File: src/rtl/flag_cdc_pkg.sv
// Shared types and constants for the flag_cdc feeder path.
// min_gap() gives the pulse spacing that flag_cdc can resolve for a given pair of clock periods.
package flag_cdc_pkg;

  typedef enum logic [1:0] {IDLE, PULSE, SPACE} state_e;

  localparam int DEF_GAP = 6;

  // flag_cdc needs about three clkB periods (two sync flops and the edge detect) per event.
  // One extra clkA cycle is added as margin, and the result is never below 2.
  function automatic int min_gap(input int period_a, input int period_b);
    int cycles;
    cycles = (3 * period_b + period_a - 1) / period_a + 1;
    return (cycles < 2) ? 2 : cycles;
  endfunction

endpackage

File: src/rtl/sat_updown_cnt.sv
// Saturating up/down event counter. An increment while full with no decrement is reported as a drop.
// A simultaneous inc and dec leaves the count unchanged.
module sat_updown_cnt #(
  parameter int W = 4
) (
  input  logic         clk,
  input  logic         rst,
  input  logic         inc,
  input  logic         dec,
  output logic [W-1:0] count,
  output logic         full,
  output logic         drop
);

  localparam logic [W-1:0] MAX = '1;

  logic [W-1:0] count_q, count_d;

  always_comb begin
    // NOTE: defaults first so every path assigns count_d and drop; otherwise a latch is inferred.
    count_d = count_q;
    drop    = 1'b0;
    if (inc && !dec) begin
      if (count_q == MAX) drop = 1'b1;
      else                count_d = count_q + W'(1);
    end else if (dec && !inc && count_q != '0) begin
      count_d = count_q - W'(1);
    end
  end

  always_ff @(posedge clk) begin
    // NOTE: state is updated with non-blocking assignments so all flops sample pre-edge values.
    if (rst) count_q <= '0;
    else     count_q <= count_d;
  end

  assign count = count_q;
  assign full  = (count_q == MAX);

endmodule

File: src/rtl/flag_pacer.sv
// Paces queued event strobes onto A as single-cycle pulses whose rising edges are at least GAP cycles apart.
// This lets flag_cdc see every accepted event exactly once.
module flag_pacer
  import flag_cdc_pkg::*;
#(
  parameter int GAP   = DEF_GAP,
  parameter int CNT_W = 4
) (
  input  logic             clkA,
  input  logic             rst,
  input  logic             ev,
  input  logic             clr_ovf,
  output logic             A,
  output logic [CNT_W-1:0] pending,
  output logic             busy,
  output logic             overflow
);

  localparam int GW = (GAP > 2) ? $clog2(GAP) : 1;
  localparam logic [GW-1:0] GAP_LOAD = GW'(GAP - 2);

  if (GAP < 2) begin : g_bad_gap
    $error("flag_pacer: GAP must be 2 or more");
  end

  state_e        state_q, state_d;
  logic [GW-1:0] gap_q, gap_d;
  logic          a_q, a_d;
  logic          ovf_q, ovf_d;
  logic          issue, drop, full;

  // Issue decisions see only the registered count; a same-cycle ev is queued, not bypassed.
  sat_updown_cnt #(.W(CNT_W)) u_pending (
    .clk   (clkA),
    .rst   (rst),
    .inc   (ev),
    .dec   (issue),
    .count (pending),
    .full  (full),
    .drop  (drop)
  );

  always_ff @(posedge clkA) begin
    if (rst) begin
      state_q <= IDLE;
      gap_q   <= '0;
      a_q     <= 1'b0;
      ovf_q   <= 1'b0;
    end else begin
      state_q <= state_d;
      gap_q   <= gap_d;
      a_q     <= a_d;
      ovf_q   <= ovf_d;
    end
  end

  // SPACE holds GAP-2 countdown cycles; together with the PULSE and SPACE-exit cycles, this gives a spacing of exactly GAP.
  always_comb begin
    state_d = state_q;
    gap_d   = gap_q;
    issue   = 1'b0;
    case (state_q)
      IDLE: begin
        if (pending != '0) begin
          issue   = 1'b1;
          state_d = PULSE;
        end
      end
      PULSE: begin
        gap_d   = GAP_LOAD;
        state_d = SPACE;
      end
      SPACE: begin
        if (gap_q != '0) begin
          gap_d = gap_q - GW'(1);
        end else if (pending != '0) begin
          issue   = 1'b1;
          state_d = PULSE;
        end else begin
          state_d = IDLE;
        end
      end
      default: state_d = IDLE;
    endcase
  end

  always_comb begin
    a_d = issue;
    if (drop)         ovf_d = 1'b1;
    else if (clr_ovf) ovf_d = 1'b0;
    else              ovf_d = ovf_q;
  end

  assign A        = a_q;
  assign overflow = ovf_q;
  assign busy     = (state_q != IDLE) || (pending != '0) || full;

endmodule

File: config.mk
export PLATFORM = sky130hd
export DESIGN_NAME = flag_pacer
export DESIGN_NICKNAME = d
export VERILOG_FILES = /design/src/rtl/flag_cdc_pkg.sv /design/src/rtl/sat_updown_cnt.sv /design/src/rtl/flag_pacer.sv
export SDC_FILE = /design/constraint.sdc
export NUM_CORES = 1
export LEC_CHECK = 0
export CAP_MARGIN = 20
export CORE_UTILIZATION = 56
export DETAILED_ROUTE_END_ITERATION = 6
export HOLD_SLACK_MARGIN = 0.02
export PLACE_DENSITY = 0.79
export SYNTH_ARGS = -nofsm -noshare
export SYNTH_HDL_FRONTEND = slang
export SYNTH_SLANG_ARGS = --single-unit
File: constraint.sdc
create_clock -name clkA -period 7.2 [get_ports clkA]
set_clock_uncertainty 0.1 [all_clocks]
set_input_delay 0.72 -clock clkA [delete_from_list [all_inputs] [get_ports clkA]]
set_output_delay 0.72 -clock clkA [all_outputs]
set_load 0.02 [all_outputs]
==> flow_summary.json, run 1 <==
{
  "status": "complete, no violations",
  "postCtsSetupRepairBufs": 0,
  "r2r_setup_slack_ns": 4.55,
  "row_count": 13,
  "firstDrtPassIters": 4,
  "syn_nets": 104,
  "slew_violations": 0,
  "synthAdderAreaFrac_pct": 8.96,
  "wl_per_cell_um": 13.1,
  "leakagePower_nw": 0.333,
  "yosys_warnings": 0,
  "synthSimpleGateAreaFrac_pct": 28.8,
  "cp_data_arrival_time_ns": 2.15,
  "holdBufCountCts": 0,
  "synth-xor-area-share_pct": 1.12,
  "cts_resized": 0,
  "start_util_pct": 60.1,
  "grt_pass1_wl_mm": 2.43,
  "timing.fmax_mhz": 336,
  "timing.final.crit_share_pct": 41.3,
  "synthMuxAreaShare_pct": 6.56,
  "reg2reg_depth": 9,
  "worst_pin_slew_ns": 0.690,
  "worstHoldPathCells": 2,
  "timing.slew.headroom_pct": 53.9,
  "antenna_found_initial": 0,
  "grt-ovfl-total": 0,
  "wirelength_mm": 1.56,
  "dp_hpwl_mm": 1.14,
  "syn_avg_cell_area_um2": 8.23,
  "vias": 734,
  "drc": 0,
  "cts_root_buf": "clkbuf_4",
  "crit_fanout": 8,
  "min_to": "gap_q[1]",
  "syn2layout_area_growth_pct": 16.0,
  "r2r-start": "u_pending.count[1]",
  "dieArea_mm2": 0.00155,
  "cts.clk_slew.worst_paths_ns": 0.07,
  "cap_violations": 0,
  "place_congestion": 0.823,
  "cts.htree.levels": 1,
  "crit_path_end_kind": "output port",
  "hold_viol": 0,
  "hp-class": "reg -> reg",
  "r2r_end": "u_pending.count[3]",
  "synth_top_family_by_area": "simple AND/OR/NAND/NOR gates",
  "fill_cells": 104,
  "die_h_um": 39.4,
  "cts_tree": "done",
  "postSynthCellCount": 95,
  "insertion_delay_ns": 0.27,
  "seq_area_frac_synth_pct": 28.2,
  "hp-start": "gap_q[1]",
  "cts.path.max_buffers": 2,
  "synth_compound_area_share_pct": 20.5,
  "fin_nets": 114,
  "final-setup-viol-count": 0,
  "drive_gt1_share_pct": 8.65,
  "ant_nets": 0,
  "n_antenna_cell": 0,
  "grt_max_degree": 22,
  "critPathLaunchType": "register",
  "power_density_mw_per_mm2": 410,
  "crit_type": "reg -> out",
  "vias_per_cell": 6.17,
  "io_buffers": 10,
  "ir_worst_vdd_uv": 196,
  "syn_area_um2": 782,
  "die_w_um": 39.4,
  "rsz0062_at_grt": "false",
  "synth_seq_cells": 11,
  "ios": 11,
  "coreArea_mm2": 0.00130,
  "timing.hold.ws_ns": 0.421,
  "finalCriticalPeriod_ns": 2.97,
  "grt_pass1_vias": 558,
  "cts_made_buffers": 3,
  "cts_sinks": 11,
  "tns_ns": 0,
  "drtIter0Drc": 42,
  "crit_required_ns": 6.38,
  "ys_types": 34,
  "grt_usage_pct": 23.9
}
==> state kept, by name (all words and copies together) (netlist names) <==
register and flops:
gap_q 3, u_pending.count 4, overflow 1, state_q 2
A 1
==> worst max-delay path: stages, from the launching register on <==
cell	delay, ns
dfxtp_1	0.40
nor3_1	0.50
nand2_1	0.13
or3_1	0.31
clkdlybuf4s50_1	0.54
==> kinds of logic after synthesis <==
kind of cell    count (synthesis)
flops                          11
xor+xnor                        1
fa+ha+maj                       5
simple gates                   41
buf+inv                        12
mux                             5
compound gates                 20
==> final cells by class <==
class | instances | area, um^2 | share of cell area [%]
clock buffers | 4 | 26.3 | 2.90
multi-input cells | 72 | 515 | 56.8
inverters | 7 | 26.3 | 2.90
flip-flops and latches | 11 | 220 | 24.3
well taps | 15 | 18.8 | 2.07
repair buffers | 10 | 100 | 11.0
==> worst max-delay path by stage <==
| stage | end | slack (ns) | startpoint | cells after the start |
|---|---|---|---|---|
| floorplan | u_pending.count[3] | 4.74 | u_pending.count[1] | 9 |
| CTS | busy | 4.23 | u_pending.count[1] | 4 |
| detailed placement | u_pending.count[3] | 4.25 | ev | 7 |
| global route | busy | 4.08 | u_pending.count[1] | 4 |
| finish | busy | 4.23 | u_pending.count[1] | 4 |
| global placement | u_pending.count[3] | 4.33 | ev | 7 |
==> metal layers <==
metal	up-vias	share of wire, %	global-route usage, %
met3	5	4.7	3.41
met1	333	48	30.7
met4	0	2.2	15.5
met5	-	0	0
met2	28	45	36.7
li1	368	-	-
==> power by group <==
group          switching (mW)  internal, mW
clock                  0.0216        0.0215
combinational           0.113         0.102
sequential             0.0345        0.0796
total                   0.169         0.203
==> stage by stage <==
step           setup WS [ns]  power [mW]  instance area [um^2]  utilization, %  cells
2_1_floorplan           4.74       0.271                   782               -     95
3_3_place_gp            4.33       0.323                   881            67.7    115
3_5_place_dp            4.25       0.328                   881            67.7    115
4_1_cts                 4.23       0.371                   907            69.7    119
5_1_grt                 4.08       0.399                   907            69.7    119
6_report                4.23       0.372                   907            69.7    119
==> cells in the mapped netlist <==
master,n,share of area [%]
a221oi_4,1,3.4
a31oi_1,1,0.80
or4_1,1,0.96
o21ai_0,2,1.3
nor2b_1,2,1.6
fa_1,1,2.6
and4_2,1,1.3
nand3_1,2,1.3
ha_1,4,6.4
inv_2,1,0.48
a21o_1,2,1.9
o32a_2,1,1.4
mux2_1,1,1.4
a211oi_1,1,0.96
nor3b_1,3,2.9
o311ai_1,2,2.2
mux2i_1,4,5.1
nor3_1,7,4.5
nand2b_4,1,1.8
xnor2_1,1,1.1
and3_1,2,1.6
a211o_2,1,1.3
nor2_1,6,2.9
nand2_1,9,4.3
clkbuf_1,4,1.9
or3_1,2,1.6
nand4_1,4,3.2
buf_2,1,0.64
inv_1,6,2.9
o211ai_1,3,2.9
a21oi_1,5,3.2
dfxtp_1,11,28
nand3b_1,1,0.96
a211o_1,1,1.1
==> cells in the final DEF (no fill, tap or decap), types with 2 or more instances in the layout <==
cell,instances
ha_1,4
nor2_1,6
nand2_1,9
o211ai_1,3
clkdlybuf4s50_1,10
o21ai_0,2
nand3_1,2
mux2i_1,4
dfxtp_1,11
a21oi_1,5
nor3b_1,3
and3_1,2
or3_1,2
o311ai_1,2
inv_1,6
a21o_1,2
nor2b_1,2
nor3_1,7
nand4_1,4
clkbuf_4,3
(Power assumes the default switching activity.)
==> inputs of run 2 (changes only) <==
--- a/config.mk
+++ b/config.mk
@@ -6,10 +6,10 @@
 export NUM_CORES = 1
 export LEC_CHECK = 0
 export CAP_MARGIN = 20
-export CORE_UTILIZATION = 56
+export CORE_UTILIZATION = 47
 export DETAILED_ROUTE_END_ITERATION = 6
 export HOLD_SLACK_MARGIN = 0.02
-export PLACE_DENSITY = 0.79
+export PLACE_DENSITY = 0.7
 export SYNTH_ARGS = -nofsm -noshare
 export SYNTH_HDL_FRONTEND = slang
 export SYNTH_SLANG_ARGS = --single-unit
==> constraint.sdc (replaced) <==
create_clock -name clkA -period 2.6 [get_ports clkA]
set_clock_uncertainty 0.1 [all_clocks]
set_input_delay 0.26 -clock clkA [delete_from_list [all_inputs] [get_ports clkA]]
set_output_delay 0.26 -clock clkA [all_outputs]
set_load 0.02 [all_outputs]
==> run 2 against run 1 <==
Net effect:
- count of clock-buffer cells in the layout is the same
- sequential share of layout area shrank 1.7 points
- global-route usage shrank 3.5 points
- critical endpoint is now u_pending.count[3]
- largest cell class unchanged
- largest power group unchanged
==> flow_summary.json, run 2 (synthesis gave the netlist of run 1 again) <==
{
  "status": "complete, no violations",
  "setup_ws_ns": 0.178,
  "vias_per_cell": 5.82,
  "cts.htree.levels": 1,
  "final-setup-viol-count": 0,
  "cts.path.max_buffers": 2,
  "ios": 11,
  "io_buffers": 10,
  "insertion_delay_ns": 0.27,
  "pre_cts_ws_ns": 0.128,
  "critPathBufInv": 1,
  "timing.fmax_mhz": 413,
  "crit_required_ns": 2.66,
  "hp-class": "reg -> reg",
  "grt-ovfl-total": 0,
  "drc": 0,
  "grt_max_degree": 22,
  "grt_usage_pct": 20.4,
  "cp_slowest_stage_delay_ns": 0.35,
  "leakagePower_nw": 0.362,
  "n_antenna_cell": 0,
  "final_cell_mix": "dfxtp_1 (11), clkdlybuf4s50_1 (10), nand2_1 (8)",
  "cts_tree": "done",
  "timing.slew.headroom_pct": 51.0,
  "fin_area_um2": 975,
  "place_congestion": 0.798,
  "dieArea_mm2": 0.00183,
  "crit_type": "reg -> reg",
  "cts_sinks": 11,
  "p_sw_share_pct": 44.9,
  "cts_made_buffers": 3,
  "wirelength_mm": 1.69,
  "largest_reg_flops": 4,
  "die_w_um": 42.8,
  "power_frac_seq_pct": 24.3,
  "drtIter0Drc": 12,
  "placed_cell_area_um2": 920,
  "tns_ns": 0,
  "power_density_mw_per_mm2": 1140,
  "dp_hpwl_mm": 1.21,
  "hold_viol": 0,
  "row_count": 14,
  "cp_data_arrival_time_ns": 2.49,
  "cap_violations": 0,
  "critPathLaunchType": "register",
  "syn2layout_area_growth_pct": 24.6,
  "clkPwrFrac_pct": 10.5,
  "die_h_um": 42.8,
  "power.switching_mw": 0.499,
  "crit_path_end_kind": "register",
  "ir_worst_vdd_uv": 513,
  "worst_pin_slew_ns": 0.733,
  "slowest_stage": "dfxtp_1",
  "timing.final.crit_share_pct": 93.1,
  "drive_gt1_share_pct": 17.4,
  "vias": 728,
  "fill_cells": 135,
  "grt_pass1_wl_mm": 2.90,
  "fin_nets": 119,
  "firstDrtPassIters": 4,
  "cts.clk_slew.worst_paths_ns": 0.07,
  "postCtsSetupRepairBufs": 0,
  "power_frac_comb_pct": 65.1,
  "path_delay_family": "simple AND/OR/NAND/NOR gates",
  "power_report.internal_total_mw": 0.612,
  "antenna_found_initial": 0,
  "rsz0062_at_grt": "false",
  "power.total_mw": 1.11,
  "finalCriticalPeriod_ns": 2.42,
  "path_cells": "inv_1, ha_1, nand2b_4, a21oi_1, nand2_1, nand2_2, ha_4, nand3_1, and3_1, mux2i_1, mux2_1",
  "crit_fanout": 5,
  "final_common_cell": "dfxtp_1",
  "holdBufCountCts": 0,
  "coreArea_mm2": 0.00152,
  "final_util_pct": 64.0,
  "slew_violations": 0,
  "cts_root_buf": "clkbuf_4",
  "ant_nets": 0,
  "cts_resized": 0,
  "grt_pass1_vias": 676,
  "start_util_pct": 51.3,
  "wl_per_cell_um": 13.5
}
==> run 2: routing by layer <==
metal	global-route usage [%]	routed length, um	vias to the layer above
met1	29.9	929	336
met5	0	0	-
li1	-	-	378
met2	29.1	684	11
met3	5.53	61	3
met4	5.00	18	0
==> run 2: power by group through the flow <==
stage	clock network (mW)	registers, mW	logic [mW]
after detailed placement	0	0.268	0.679
after global routing	0.128	0.277	0.790
final	0.117	0.270	0.724
after floorplan	0	0.310	0.439
after global placement	0	0.268	0.674
after CTS	0.120	0.267	0.683
==> run 2: layout make-up <==
type                       instances  area, um^2  share of cell area [%]
tap                               16        20.0                    2.05
sequential                        11         220                    22.6
timing repair buffer              15         138                    14.1
clock buffer                       4        26.3                    2.70
inverter                           7        26.3                    2.70
multi-input combinational         72         544                    55.8
==> run 2: path summary, 6_finish.rpt <==
kind                                from                  to  slack, ns  cells after the start
worst min register to register  gap_q[1]            gap_q[1]       0.41                      2
worst min-delay path            gap_q[1]            gap_q[1]       0.41                      2
worst max-delay path            gap_q[0]  u_pending.count[3]       0.18                     11
worst max register to register  gap_q[0]  u_pending.count[3]       0.18                     11
==> run 2: worst min-delay path, cell delays in order, from the launching register on <==
cell	delay [ns]
dfxtp_1	0.32
o211ai_1	0.08
a21oi_1	0.07
==> run 2: stage by stage <==
step | std cells | hold WS (ns)
finish | 125 | 0.408
CTS | 125 | 0.406
detailed placement | 121 | 0.397
global placement | 121 | 0.393
floorplan | 95 | 0.350
global route | 125 | 0.455
==> inputs of run 3 (changes only) <==
--- a/config.mk
+++ b/config.mk
@@ -5,6 +5,7 @@
 export SDC_FILE = /design/constraint.sdc
 export NUM_CORES = 1
 export LEC_CHECK = 0
+export ABC_CLOCK_PERIOD_IN_PS = 2600
 export CAP_MARGIN = 20
 export CORE_UTILIZATION = 47
 export DETAILED_ROUTE_END_ITERATION = 6
==> results of run 3 <==
Final layout, timing and power as in run 2 (identical DEF).
